$ cat src/rtl/hc165_reader.sv
`default_nettype none
// ============================================================================
// Module   : hc165_reader
// Purpose  : Scan controller for a daisy chain of 74HC165 PISO shift
//            registers. Pulses PL_n to capture the parallel inputs, enables
//            the chain with CE_n, clocks N_BITS CP edges and assembles the
//            serial Q7 stream into one parallel word with a one-cycle strobe.
//
// Ports    : clk      in   system clock, rising edge
//            rst      in   synchronous active-high reset
//            start    in   scan request (honoured only when not scanning)
//            busy     out  high from first LOAD cycle through DONE cycle
//            data     out  [N_BITS] last completed scan word
//            valid    out  one-cycle pulse coincident with a data update
//            sr_pl_n  out  '165 PL_n (active-low parallel load)
//            sr_cp    out  '165 CP
//            sr_ce_n  out  '165 CE_n (active-low clock enable)
//            sr_q7    in   Q7 of the last '165 in the chain
//
// Options  : HC165_READER_AUTO_EN - when defined, the block rescans on its
//            own after T_GAP idle cycles (GAP state); start still works.
//
// Revision : 1.0 - initial release
// ============================================================================
module hc165_reader #(
    parameter int N_BITS = 16,   // chain length in bits, 2..32
    parameter int T_PL   = 2,    // PL_n low width in clk cycles, >= 1
    parameter int T_REC  = 2,    // PL_n rise to first CP rise, >= 1
    parameter int T_HALF = 1,    // CP half period in clk cycles, >= 1
    parameter int T_GAP  = 256   // idle cycles between automatic scans
) (
    input  logic              clk,
    input  logic              rst,
    input  logic              start,
    output logic              busy,
    output logic [N_BITS-1:0] data,
    output logic              valid,
    output logic              sr_pl_n,
    output logic              sr_cp,
    output logic              sr_ce_n,
    input  logic              sr_q7
);

    // ------------------------------------------------------------------------
    // Counter sizing
    // ------------------------------------------------------------------------
    localparam int c_PH_MAX_A = (T_PL > T_REC) ? T_PL : T_REC;
    localparam int c_PH_MAX_B = (c_PH_MAX_A > T_HALF) ? c_PH_MAX_A : T_HALF;
    localparam int c_PH_MAX   = (c_PH_MAX_B > T_GAP) ? c_PH_MAX_B : T_GAP;
    localparam int c_PHASE_W  = $clog2(c_PH_MAX + 1);
    localparam int c_CNT_W    = $clog2(N_BITS + 1);

    // Phase counter reload values: each timed state counts down to zero,
    // so the reload is (duration - 1).
    localparam logic [c_PHASE_W-1:0] c_PL_LD   = c_PHASE_W'(T_PL - 1);
    localparam logic [c_PHASE_W-1:0] c_REC_LD  = c_PHASE_W'(T_REC - 1);
    localparam logic [c_PHASE_W-1:0] c_HALF_LD = c_PHASE_W'(T_HALF - 1);
    localparam logic [c_CNT_W-1:0]   c_CNT_LAST = c_CNT_W'(N_BITS);

    // ------------------------------------------------------------------------
    // State encoding
    // ------------------------------------------------------------------------
    localparam logic [2:0] c_S_IDLE = 3'd0;
    localparam logic [2:0] c_S_LOAD = 3'd1;
    localparam logic [2:0] c_S_REC  = 3'd2;
    localparam logic [2:0] c_S_LO   = 3'd3;
    localparam logic [2:0] c_S_HI   = 3'd4;
    localparam logic [2:0] c_S_DONE = 3'd5;
`ifdef HC165_READER_AUTO_EN
    localparam logic [2:0]           c_S_GAP     = 3'd6;
    localparam logic [c_PHASE_W-1:0] c_GAP_LD    = c_PHASE_W'(T_GAP - 1);
    localparam logic [2:0]           c_RST_STATE = c_S_GAP;
    localparam logic [c_PHASE_W-1:0] c_RST_PHASE = c_GAP_LD;
`else
    localparam logic [2:0]           c_RST_STATE = c_S_IDLE;
    localparam logic [c_PHASE_W-1:0] c_RST_PHASE = '0;
`endif

    // ------------------------------------------------------------------------
    // Registers
    // ------------------------------------------------------------------------
    logic [2:0]           r_state;
    logic [c_PHASE_W-1:0] r_phase;
    logic [c_CNT_W-1:0]   r_bitcnt;
    logic [N_BITS-1:0]    r_sreg;
    logic [N_BITS-1:0]    r_data;
    logic                 r_busy;
    logic                 r_valid;
    logic                 r_pl_n;
    logic                 r_cp;
    logic                 r_ce_n;

    // ------------------------------------------------------------------------
    // Combinational next-state
    // ------------------------------------------------------------------------
    logic [2:0]           w_state_nxt;
    logic [c_PHASE_W-1:0] w_phase_nxt;
    logic                 w_phase_done;
    logic                 w_shift;
    logic                 w_busy_nxt;
    logic                 w_ce_n_nxt;

    assign w_phase_done = (r_phase == '0);

    always_comb begin
        w_state_nxt = r_state;
        w_phase_nxt = r_phase;
        w_shift     = 1'b0;
        case (r_state)
            c_S_IDLE: begin
                if (start) begin
                    w_state_nxt = c_S_LOAD;
                    w_phase_nxt = c_PL_LD;
                end
            end
            c_S_LOAD: begin
                if (w_phase_done) begin
                    w_state_nxt = c_S_REC;
                    w_phase_nxt = c_REC_LD;
                end else begin
                    w_phase_nxt = r_phase - 1'b1;
                end
            end
            c_S_REC: begin
                if (w_phase_done) begin
                    w_state_nxt = c_S_LO;
                    w_phase_nxt = c_HALF_LD;
                end else begin
                    w_phase_nxt = r_phase - 1'b1;
                end
            end
            c_S_LO: begin
                // Q7 has been stable for a full CP-low half period here;
                // capture it on the same edge that raises CP.
                if (w_phase_done) begin
                    w_shift     = 1'b1;
                    w_state_nxt = c_S_HI;
                    w_phase_nxt = c_HALF_LD;
                end else begin
                    w_phase_nxt = r_phase - 1'b1;
                end
            end
            c_S_HI: begin
                if (w_phase_done) begin
                    if (r_bitcnt == c_CNT_LAST) begin
                        w_state_nxt = c_S_DONE;
                    end else begin
                        w_state_nxt = c_S_LO;
                        w_phase_nxt = c_HALF_LD;
                    end
                end else begin
                    w_phase_nxt = r_phase - 1'b1;
                end
            end
            c_S_DONE: begin
`ifdef HC165_READER_AUTO_EN
                w_state_nxt = c_S_GAP;
                w_phase_nxt = c_GAP_LD;
`else
                w_state_nxt = c_S_IDLE;
                w_phase_nxt = '0;
`endif
            end
`ifdef HC165_READER_AUTO_EN
            c_S_GAP: begin
                if (start || w_phase_done) begin
                    w_state_nxt = c_S_LOAD;
                    w_phase_nxt = c_PL_LD;
                end else begin
                    w_phase_nxt = r_phase - 1'b1;
                end
            end
`endif
            default: begin
                w_state_nxt = c_RST_STATE;
                w_phase_nxt = c_RST_PHASE;
            end
        endcase
    end

    // Outputs are registered from the next state so that pin behaviour lines
    // up exactly with the state occupancy (no one-cycle decode lag).
    assign w_busy_nxt = (w_state_nxt == c_S_LOAD) || (w_state_nxt == c_S_REC) ||
                        (w_state_nxt == c_S_LO)   || (w_state_nxt == c_S_HI)  ||
                        (w_state_nxt == c_S_DONE);
    assign w_ce_n_nxt = !((w_state_nxt == c_S_REC) || (w_state_nxt == c_S_LO) ||
                          (w_state_nxt == c_S_HI));

    // ------------------------------------------------------------------------
    // Sequential logic
    // ------------------------------------------------------------------------
    always_ff @(posedge clk) begin
        if (rst) begin
            r_state  <= c_RST_STATE;
            r_phase  <= c_RST_PHASE;
            r_bitcnt <= '0;
            r_sreg   <= '0;
            r_busy   <= 1'b0;
            r_valid  <= 1'b0;
            r_pl_n   <= 1'b1;
            r_cp     <= 1'b0;
            r_ce_n   <= 1'b1;
            // A reset that aborts a scan keeps the last good word; a reset
            // applied while not scanning (power-up included) clears it.
            if (!r_busy) begin
                r_data <= '0;
            end
        end else begin
            r_state <= w_state_nxt;
            r_phase <= w_phase_nxt;
            r_busy  <= w_busy_nxt;
            r_valid <= (w_state_nxt == c_S_DONE);
            r_pl_n  <= (w_state_nxt != c_S_LOAD);
            r_cp    <= (w_state_nxt == c_S_HI);
            r_ce_n  <= w_ce_n_nxt;

            if (r_state == c_S_LOAD) begin
                r_bitcnt <= '0;
            end else if (w_shift) begin
                r_bitcnt <= r_bitcnt + 1'b1;
            end

            // First sampled bit ends up in the MSB after N_BITS shifts.
            if (w_shift) begin
                r_sreg <= {r_sreg[N_BITS-2:0], sr_q7};
            end

            if (w_state_nxt == c_S_DONE) begin
                r_data <= r_sreg;
            end
        end
    end

    assign busy    = r_busy;
    assign data    = r_data;
    assign valid   = r_valid;
    assign sr_pl_n = r_pl_n;
    assign sr_cp   = r_cp;
    assign sr_ce_n = r_ce_n;

endmodule
`default_nettype wire

$ cat config.mk
export PLATFORM = sky130hd
export DESIGN_NAME = hc165_reader
export DESIGN_NICKNAME = d
export VERILOG_FILES = /design/src/rtl/hc165_reader.sv
export SDC_FILE = /design/constraint.sdc
export NUM_CORES = 1
export LEC_CHECK = 0
export CORE_ASPECT_RATIO = 1.25
export CORE_UTILIZATION = 30
export CTS_BUF_LIST = sky130_fd_sc_hd__clkbuf_4 sky130_fd_sc_hd__clkbuf_8 sky130_fd_sc_hd__clkbuf_16
export CTS_CLUSTER_DIAMETER = 30
export DETAILED_ROUTE_END_ITERATION = 10
export HOLD_SLACK_MARGIN = 0.08
export SLEW_MARGIN = 5
export SYNTH_ARGS = -nofsm -noshare
export SYNTH_HDL_FRONTEND = slang
export SYNTH_SLANG_ARGS = --single-unit
$ cat constraint.sdc
create_clock -name clk -period 4.9 [get_ports clk]
set_input_delay 0.735 -clock clk [delete_from_list [all_inputs] [get_ports clk]]
set_output_delay 0.735 -clock clk [all_outputs]
set_load 0.03 [all_outputs]
# Word level (Yosys, flattened, before mapping)
# Cells that the tools add are included.
# word_totals
regBits	54
latch_bits	0
ramBits	0
rom_bits	0
elab_cells	58
n_memories	0
# op_classes
addsub	2
mul	0
div_mod_pow	0
n_lt_le_gt_ge	0
n_eq_ne	14
n_shift	0
mux	18
bitwise	0
reduce_logical	14
# op_table
operator	count
$mux 16	3
$mux 9	5
$pmux 9 s4	1
$mux 3	6
$pmux 3 s5	1
$eq 3x2->1 const B	4
$eq 3x3->1 const B	3
$logic_not 9->1	1
$sub 9x1->9 const B	1
$eq 3x1->1 const B	2
$logic_or 1x1->1	6
$add 5x1->5 const B	1
$eq 5x5->1 const B	1
$ne 2x2->1 const B	2
$reduce_and 2->1	2
$reduce_or 2->1	2
$logic_not 3->1	1
$ne 3x1->1 const B	1
$ne 3x3->1 const B	1
$mux 1	2
$reduce_bool 2->1	1
$logic_not 1->1	1

# Longest topological paths before layout
# Gate-level depths: netlist of the first run.
# depth
word_depth	9
mapped_depth	10

# Worst setup path after synthesis of the first run
# No wires, ideal clock.
# synth_timing
path_type	reg2reg
from	register r_phase[0]
to	register r_data[0], in the netlist data[0] (enable)
setup_ns	0.367
t_arrival_ns	1.903
t_required_ns	4.533
path_slack_ns	2.630
stages_incl_launch_ff	9
n_path_buf	0
path_cell_list	dfxtp_1 -> inv_1 -> ha_1 -> nor4b_4 -> nand2_4 -> o21ai_0 -> a211oi_4 -> nor3_2 -> a21o_1
# synth_between
elab_chain_len	6
word_cells_on_any_way	9
classes_between	eq/ne: 1; mux: 5; reduce/logical: 3
# synth_lines
element	line	rtl
start: declaration	83	logic [c_PHASE_W-1:0] r_phase;
start signal: assignment	195	r_phase <= c_RST_PHASE;
start signal: assignment	210	r_phase <= w_phase_nxt;
$logic_not 9->1 (*)	103	assign w_phase_done = (r_phase == '0);
$mux 3, on equally long branches	-	
$pmux 3 s5 (*)	109	case (r_state)
$eq 3x3->1 (*)	228	if (w_state_nxt == c_S_DONE) begin
$reduce_bool 2->1 (no source line) (*)	-	
$reduce_and 2->1 (no source line) (*)	-	
end signal: assignment	229	r_data <= r_sreg;
end: declaration	86	logic [N_BITS-1:0] r_data;
# Mark *: on every way between the ends. The rest lies on a longest branch, timed or not.
# A chain may end at the register's enable or synchronous reset.

# Worst setup path after layout of the first run
# layout_timing
from	register r_phase[0]
to	register r_data[3], in the netlist data[3] (enable)
# The elaborated chain is that of the path after synthesis.

==> results of run 1 <==
[worst max-delay path by stage]
stage,cells after the start,slack [ns],to
2_1_floorplan,8,2.63,data[0]$_SDFFCE_PP0P_
3_3_place_gp,8,1.94,data[8]$_SDFFCE_PP0P_
3_5_place_dp,8,1.91,data[5]$_SDFFCE_PP0P_
4_1_cts,8,1.89,data[9]$_SDFFCE_PP0P_
5_1_grt,8,1.61,data[2]$_SDFFCE_PP0P_
6_report,8,1.97,data[3]$_SDFFCE_PP0P_
[routing by layer]
| layer | global-route usage (%) | routed length [um] |
|---|---|---|
| met1 | 13.28 | 1855 |
| met2 | 17.62 | 1867 |
| met3 | 2.477 | 90 |
| met4 | 4.533 | 64 |
| met5 | 0 | 0 |
[metrics by stage]
stage | total power, mW | utilization [%]
floorplan | 1.139 | -
finish | 1.524 | 36.34
detailed placement | 1.288 | 35.12
CTS | 1.542 | 36.34
global placement | 1.288 | 35.12
global route | 1.634 | 36.34
[final cells by class]
cell class                 count  area (um^2)  share of cell area [%]
timing repair buffer          25        247.7                   9.265
tap                           92        115.1                   4.305
clock inverter                 2        13.76                  0.5147
multi-input combinational    155        957.2                   35.80
clock buffer                   6        76.32                   2.854
sequential                    54         1241                   46.42
inverter                       6        22.52                  0.8423
[critical path, cell delays in order (launching register included)]
cell and delay [ns]:
dfxtp_1 0.34, inv_1 0.10, ha_1 0.16, nor4b_4 0.31, and2_1 0.19, and3_1 0.75, nor2_4 0.08, nor3_2 0.15
a21o_1 0.49
[synth_stat cells, types with 2 or more instances]
library cell   n
a21oi_1       20
clkbuf_1       6
nor4_1         2
or3_1          3
nand3_1        6
a21o_1         3
ha_1           4
buf_2          3
edfxtp_1      16
and2_1         2
inv_1          6
nor2_1        18
xnor2_1        5
nand2_1       39
nor3_2         2
nor2b_1       19
nand4_1        3
dfxtp_1       38
xor2_1         7
o21ai_0        3
[kinds of logic after synthesis]
| kind of cell | after synthesis | share of synthesized area, % |
|---|---|---|
| and+or+nand+nor | 104 | 24.94 |
| DFF | 54 | 54.51 |
| AOI/OAI and AO/OA | 35 | 10.27 |
| buffers and inverters | 17 | 3.461 |
| xor gates and xnor gates | 12 | 4.615 |
| adders and majority gates | 4 | 2.198 |
[where the power goes]
part / leakage [nW] / internal (mW) / switching [mW]
Combinational: 0.432 / 0.276 / 0.380
Sequential: 0.468 / 0.543 / 0.0756
Clock: 0.0490 / 0.108 / 0.142
[registers in the layout (all words and copies together), names as in the netlist]
name      count
sr_cp         1
valid         1
busy          1
sr_ce_n       1
r_phase       9
r_bitcnt      5
r_sreg       16
r_state       3
sr_pl_n       1
data         16
==> flow_metrics.py, run 1 <==
metrics = {
    "grt": {
        "grt_pass1_wl_mm": 6.644,
        "grt_usage_pct": 10.69,
        "grt_pass1_vias": 1462,
        "antenna_found_initial": 0,
        "grt_max_degree": 35,
        "overflow": 0,
    },
    "finish": {
        "fin_nets": 255,
        "fin_cells": 340,
        "area_delta_synth_final_pct": 17.42,
        "num_antenna_cells": 0,
        "most-common-layout-cells": "39 x nand2_1, 38 x dfxtp_1, 24 x clkdlybuf4s50_1",
        "drive_gt1_share_pct": 8.065,
        "nFillCells": 746,
        "final_common_cell": "nand2_1",
        "postLayoutCellArea_mm2": 0.002674,
    },
    "drt": {
        "drc": 0,
        "vias": 1524,
        "wl_per_cell_um": 11.41,
        "routed_wl_mm": 3.878,
        "routed_via_density": 4.482,
        "drt-pass1-iter-count": 4,
        "drtIter0Drc": 95,
        "ant_nets": 0,
    },
    "yosys": {
        "seq_area_frac_synth_pct": 54.51,
        "synth.largest_area_cell": "dfxtp_1",
        "syn-cell-area_mm2": 0.002277,
        "synth_top_area_share_pct": 33.41,
        "synthCells": 226,
        "synth.avg_cell_area_um2": 10.08,
        "synth_edf_count": 16,
        "syn_nets": 234,
        "async_reset_ff_share_pct": 0,
        "synth_area_leaders": "dfxtp_1 33%, edfxtp_1 21%, nand2_1 6.4%",
        "ys.flop_type": "dfxtp_1",
        "synth_seq_cells": 54,
        "synth_cell_types": 41,
        "synth_warnings": 0,
    },
    "timing": {
        "fmax_ghz": 0.3415,
        "grt_setup_unrepaired": "no",
        "layout_setup_ws_ns": 1.972,
        "hold_slack_ns": 0.4576,
        "report.final.slew_viol_count": 0,
        "worst_pin_slew_ns": 0.8871,
        "period_needed_ns": 2.928,
        "tns_ns": 0,
        "maxSlewHeadroom_pct": 40.86,
        "finalSetupViolations": 0,
        "fin_skew_ns": 0.006191,
        "fin_crit_sh_pct": 59.76,
        "hold_viol": 0,
    },
    "worst_hold_path": {
        "hold_start": "r_sreg[15]$_SDFFE_PP0P_",
        "hold_path.class": "reg2reg",
        "holdPathEnd": "r_sreg[15]$_SDFFE_PP0P_",
        "hold_path_depth": 2,
    },
    "cts": {
        "numCtsBuffers": 5,
        "clkLatencyLatePin_ns": 0.30,
        "clk_pin_slew_ns": 0.10,
        "cts_tree": "yes",
        "cts.sinks": 54,
        "cts_buffer_depth": 2,
        "cts_resized": 0,
        "cts_hold_buf": 0,
        "postCtsSetupRepairBufs": 0,
        "h-tree-depth": 2,
        "cts_root_buf": "clkbuf_8",
    },
    "setup_path": {
        "critical_path.startpoint": "r_phase[0]$_SDFFE_PP0P_",
        "path_class": "reg2reg",
        "regToRegEndpoint": "data[3]$_SDFFCE_PP0P_",
        "cp.arrival_ns": 2.87,
        "r2r_slack_ns": 1.97,
        "end_kind": "register",
        "crit_required_ns": 4.84,
        "r2r_start": "r_phase[0]$_SDFFE_PP0P_",
        "crit_fanout": 23,
        "r2r_cells": 8,
        "start_kind": "register",
    },
    "floorplan": {
        "die_area_mm2": 0.007945,
        "rows": 35,
        "initial_core_util_pct": 30.95,
        "die_x_um": 79.93,
        "ios": 25,
        "dieHeight_um": 99.41,
        "core_area_mm2": 0.007357,
    },
    "job": {
        "cap_viol_max_count": 0,
    },
    "run_status": {
        "status": "completed",
    },
    "power": {
        "p_leak_nw": 0.9490,
        "ir_worst_vdd_mv": 0.2250,
        "pwr_density_cell_mw_per_mm2": 570.0,
    },
    "place": {
        "dpl.hpwl_mm": 2.629,
        "place_congestion": 0.7164,
        "place_ws_ns": 1.914,
        "dpl_cell_area_mm2": 0.002584,
        "port-buffer-count": 24,
        "dp_cells": 332,
    },
}
Note: power is estimated with default switching activity, not from simulation.
==> run 2, diff against run 1 <==
- clock period: 4.9 -> 2.7 ns (I/O delays scaled with it)
==> flow_metrics.py, run 2 (synthesized netlist as in run 1, its figures left out) <==
metrics = {
    "drt": {
        "drtIter0Drc": 124,
        "drc": 0,
        "vias": 1544,
        "ant_nets": 0,
        "routed_via_density": 4.501,
        "routed_wl_mm": 3.933,
        "drt-pass1-iter-count": 4,
        "wl_per_cell_um": 11.47,
    },
    "place": {
        "place_congestion": 0.7471,
        "place_ws_ns": 0.3737,
        "dpl.hpwl_mm": 2.670,
        "port-buffer-count": 24,
    },
    "timing": {
        "fin_skew_ns": 0.008308,
        "report.final.slew_viol_count": 0,
        "finalSetupViolations": 0,
        "tns_ns": 0,
        "worst_pin_slew_ns": 0.6619,
        "fin_crit_sh_pct": 86.49,
        "period_needed_ns": 2.335,
        "layout_setup_ws_ns": 0.3649,
        "fmax_ghz": 0.4282,
        "grt_setup_unrepaired": "no",
        "hold_slack_ns": 0.4590,
        "hold_viol": 0,
        "maxSlewHeadroom_pct": 55.75,
    },
    "job": {
        "cap_viol_max_count": 0,
    },
    "finish": {
        "num_antenna_cells": 0,
        "area_delta_synth_final_pct": 19.62,
        "drive_gt1_share_pct": 9.163,
        "nFillCells": 753,
        "fin_nets": 258,
        "final_common_cell": "nand2_1",
        "most-common-layout-cells": "39 x nand2_1, 38 x dfxtp_1, 24 x clkdlybuf4s50_1",
    },
    "setup_path": {
        "crit_family": "simple AND/OR/NAND/NOR gates",
        "crit_slowest_cell": "o21ai_0",
        "path_buf_inv": 2,
        "path_class": "reg2reg",
        "path_cells": "inv_1 > ha_1 > nor4b_4 > nand2_4 > o21ai_0 > a211oi_4 > nor3_2 > a21o_1 > buf_4",
        "start_kind": "register",
        "crit_fanout": 16,
        "cpPeakStageDelay_ns": 0.36,
        "crit_required_ns": 2.71,
        "cp.arrival_ns": 2.35,
        "end_kind": "register",
    },
    "run_status": {
        "status": "completed",
    },
    "floorplan": {
        "rows": 35,
        "die_area_mm2": 0.007945,
        "die_x_um": 79.93,
        "core_area_mm2": 0.007357,
        "initial_core_util_pct": 30.95,
        "dieHeight_um": 99.41,
        "ios": 25,
    },
    "worst_hold_path": {
        "hold_path.class": "reg2reg",
    },
    "power": {
        "clock_power_share_pct": 19.5,
        "p_sw_share_pct": 38.51,
        "ir_worst_vdd_mv": 0.3255,
        "p_int_mw": 1.774,
        "pwr_density_cell_mw_per_mm2": 1059,
        "total_power_mw": 2.885,
        "p_leak_nw": 0.9722,
        "p_sw_mw": 1.111,
        "seqPwrFrac_pct": 38.9,
        "power_frac_comb_pct": 41.6,
    },
    "cts": {
        "numCtsBuffers": 5,
        "postCtsSetupRepairBufs": 0,
        "cts_buffer_depth": 2,
        "clkLatencyLatePin_ns": 0.32,
        "cts.sinks": 54,
        "cts_tree": "yes",
        "cts_hold_buf": 0,
        "clk_pin_slew_ns": 0.10,
        "h-tree-depth": 2,
        "cts_root_buf": "clkbuf_8",
        "cts_resized": 0,
    },
    "grt": {
        "grt_pass1_wl_mm": 6.810,
        "overflow": 0,
        "grt_max_degree": 41,
        "grt_pass1_vias": 1509,
        "antenna_found_initial": 0,
        "grt_usage_pct": 11.02,
    },
}
## run 2: cell count changes in the layout (fill, tap and decap cells not counted), sizes merged
cell / change
buf: +3
clkinv: -1
bufinv: +1
clkbuf: -1
clkinvlp: +1
## run 2: power by group through the flow
stage	clock network, mW	logic [mW]	registers [mW]
6_report	0.563	1.20	1.12
5_1_grt	0.613	1.32	1.15
2_1_floorplan	0	0.852	1.22
4_1_cts	0.574	1.21	1.13
3_3_place_gp	0	1.20	1.14
3_5_place_dp	0	1.20	1.14
## run 2: final cells by class
type                       count  area, um^2  area share, %
timing repair buffer          28       270.3          9.922
clock inverter                 3       48.80          1.791
tap                           92       115.1          4.226
clock buffer                   5       68.82          2.526
inverter                       6       22.52         0.8268
multi-input combinational    155       957.2          35.14
sequential                    54        1241          45.57
## run 2: routing by layer
layer | vias to the layer above | part of all wire, % | track usage [%]
li1 | 804 | - | -
met1 | 710 | 48 | 13.53
met2 | 23 | 48 | 17.82
met3 | 7 | 2.7 | 2.569
met4 | 0 | 1.8 | 5.769
met5 | - | 0 | 0
## run 2: final timing paths
path                                               from                 endpoint  slack [ns]  cells after the start
worst min register to register  r_sreg[15]$_SDFFE_PP0P_  r_sreg[15]$_SDFFE_PP0P_        0.46                      2
worst min-delay path            r_sreg[15]$_SDFFE_PP0P_  r_sreg[15]$_SDFFE_PP0P_        0.46                      2
worst max register to register  r_phase[0]$_SDFFE_PP0P_    data[2]$_SDFFCE_PP0P_        0.36                      9
worst max-delay path            r_phase[0]$_SDFFE_PP0P_    data[2]$_SDFFCE_PP0P_        0.36                      9
## run 2: through the flow
stage / instances / util, % / instance area [um^2]
2_1_floorplan: 226 / - / 2277
3_3_place_gp: 335 / 35.43 / 2606
3_5_place_dp: 335 / 35.43 / 2606
4_1_cts: 343 / 37.02 / 2724
5_1_grt: 343 / 37.02 / 2724
6_report: 343 / 37.02 / 2724
## run 2: tightest hold or removal path, cell delays in order (launching register included)
cell and delay, ns:
dfxtp_1 0.32, nand2_1 0.05, a21oi_1 0.05
==> run 3, diff against run 2 <==
- CORE_ASPECT_RATIO: 1.25 -> default
- clock period: 2.7 -> 2.6 ns (I/O delays scaled with it)
==> flow_metrics.py, run 3 (synthesized netlist as in run 1, its figures left out) <==
metrics = {
    "grt": {
        "grt_usage_pct": 10.09,
        "grt_max_degree": 24,
        "grt_pass1_wl_mm": 6.237,
        "antenna_found_initial": 0,
        "overflow": 0,
        "grt_pass1_vias": 1432,
    },
    "run_status": {
        "status": "completed",
    },
    "job": {
        "cap_viol_max_count": 0,
    },
    "drt": {
        "wl_met2_mm": 1.715,
        "vias": 1562,
        "wl_met1_mm": 1.771,
        "topRoutingLayerUsed": "met4",
        "drc": 0,
        "ant_nets": 0,
        "dr_wl_met3_um": 130,
        "wl_per_cell_um": 10.48,
        "drtIter0Drc": 66,
        "drt-pass1-iter-count": 4,
        "routed_via_density": 4.450,
        "routed_wl_mm": 3.677,
    },
    "timing": {
        "maxSlewHeadroom_pct": 62.31,
        "grt_setup_unrepaired": "no",
        "period_needed_ns": 2.328,
        "layout_setup_ws_ns": 0.2723,
        "fmax_ghz": 0.4296,
        "finalSetupViolations": 0,
        "hold_viol": 0,
        "tns_ns": 0,
        "fin_skew_ns": 0.008784,
        "worst_pin_slew_ns": 0.5636,
        "fin_crit_sh_pct": 89.53,
        "report.final.slew_viol_count": 0,
        "hold_slack_ns": 0.4534,
    },
    "place": {
        "dpl.hpwl_mm": 2.515,
        "place_ws_ns": 0.2814,
        "dp_cells": 343,
        "port-buffer-count": 24,
        "place_congestion": 0.7036,
        "dpl_cell_area_mm2": 0.002623,
    },
    "cts": {
        "cts.sinks": 54,
        "cts_resized": 0,
        "cts_hold_buf": 0,
        "clk_pin_slew_ns": 0.10,
        "cts_buffer_depth": 2,
        "numCtsBuffers": 5,
        "cts_root_buf": "clkbuf_8",
        "cts_tree": "yes",
        "clkLatencyLatePin_ns": 0.30,
        "postCtsSetupRepairBufs": 0,
        "h-tree-depth": 2,
    },
    "floorplan": {
        "die_x_um": 89.13,
        "initial_core_util_pct": 31.23,
        "ios": 25,
        "rows": 31,
        "dieHeight_um": 89.13,
        "core_area_mm2": 0.007292,
        "die_area_mm2": 0.007943,
    },
    "finish": {
        "area_delta_synth_final_pct": 19.12,
        "final_common_cell": "nand2_1",
        "num_antenna_cells": 0,
        "final_util_pct": 37.20,
        "most-common-layout-cells": "39 x nand2_1, 38 x dfxtp_1, 24 x clkdlybuf4s50_1",
        "fin_cells": 351,
        "nFillCells": 772,
        "fin_nets": 259,
        "postLayoutCellArea_mm2": 0.002713,
        "drive_gt1_share_pct": 9.524,
    },
    "power": {
        "ir_worst_vdd_mv": 0.2869,
        "p_leak_nw": 0.9684,
        "total_power_mw": 2.860,
        "pwr_density_cell_mw_per_mm2": 1054,
    },
    "setup_path": {
        "crit_fanout": 16,
        "path_class": "reg2reg",
        "crit_required_ns": 2.59,
        "end_kind": "register",
        "cp.arrival_ns": 2.32,
        "start_kind": "register",
    },
    "worst_hold_path": {
        "hold_path.class": "reg2reg",
    },
}
[run 3: worst paths after layout]
kind,slack (ns),start,depth (start not counted),endpoint
worst max-delay path,0.27,r_phase[0]$_SDFFE_PP0P_,9,data[8]$_SDFFCE_PP0P_
worst min-delay path,0.45,r_sreg[15]$_SDFFE_PP0P_,2,r_sreg[15]$_SDFFE_PP0P_
worst max register to register,0.27,r_phase[0]$_SDFFE_PP0P_,9,data[8]$_SDFFCE_PP0P_
worst min register to register,0.45,r_sreg[15]$_SDFFE_PP0P_,2,r_sreg[15]$_SDFFE_PP0P_
[run 3: area by class of cell]
type / count / area (um^2) / area share (%)
Sequential cell: 54 / 1241 / 45.76
Multi-Input combinational cell: 155 / 957.2 / 35.29
Timing Repair Buffer: 29 / 277.8 / 10.24
Tap cell: 99 / 123.9 / 4.566
Clock buffer: 6 / 76.32 / 2.814
Inverter: 6 / 22.52 / 0.8303
Clock inverter: 2 / 13.76 / 0.5074
[run 3: critical path, cell delays in order, from the launching register on]
cell      delay (ns)
dfxtp_1         0.34
inv_1           0.10
ha_1            0.15
nor4b_4         0.31
nand2_4         0.14
o21ai_0         0.35
a211oi_4        0.09
nor3_2          0.20
a21o_1          0.11
buf_4           0.23
[run 3: per-layer routing]
layer,track usage [%],vias up
met5,0,-
met4,3.896,0
met3,1.939,5
met2,17.63,30
met1,12.26,716
li1,-,811
[run 3: report_power, final]
part	internal (mW)	leakage (nW)	switching, mW
registers	1.02	0.468	0.143
clock network	0.203	0.0490	0.262
logic	0.528	0.452	0.701
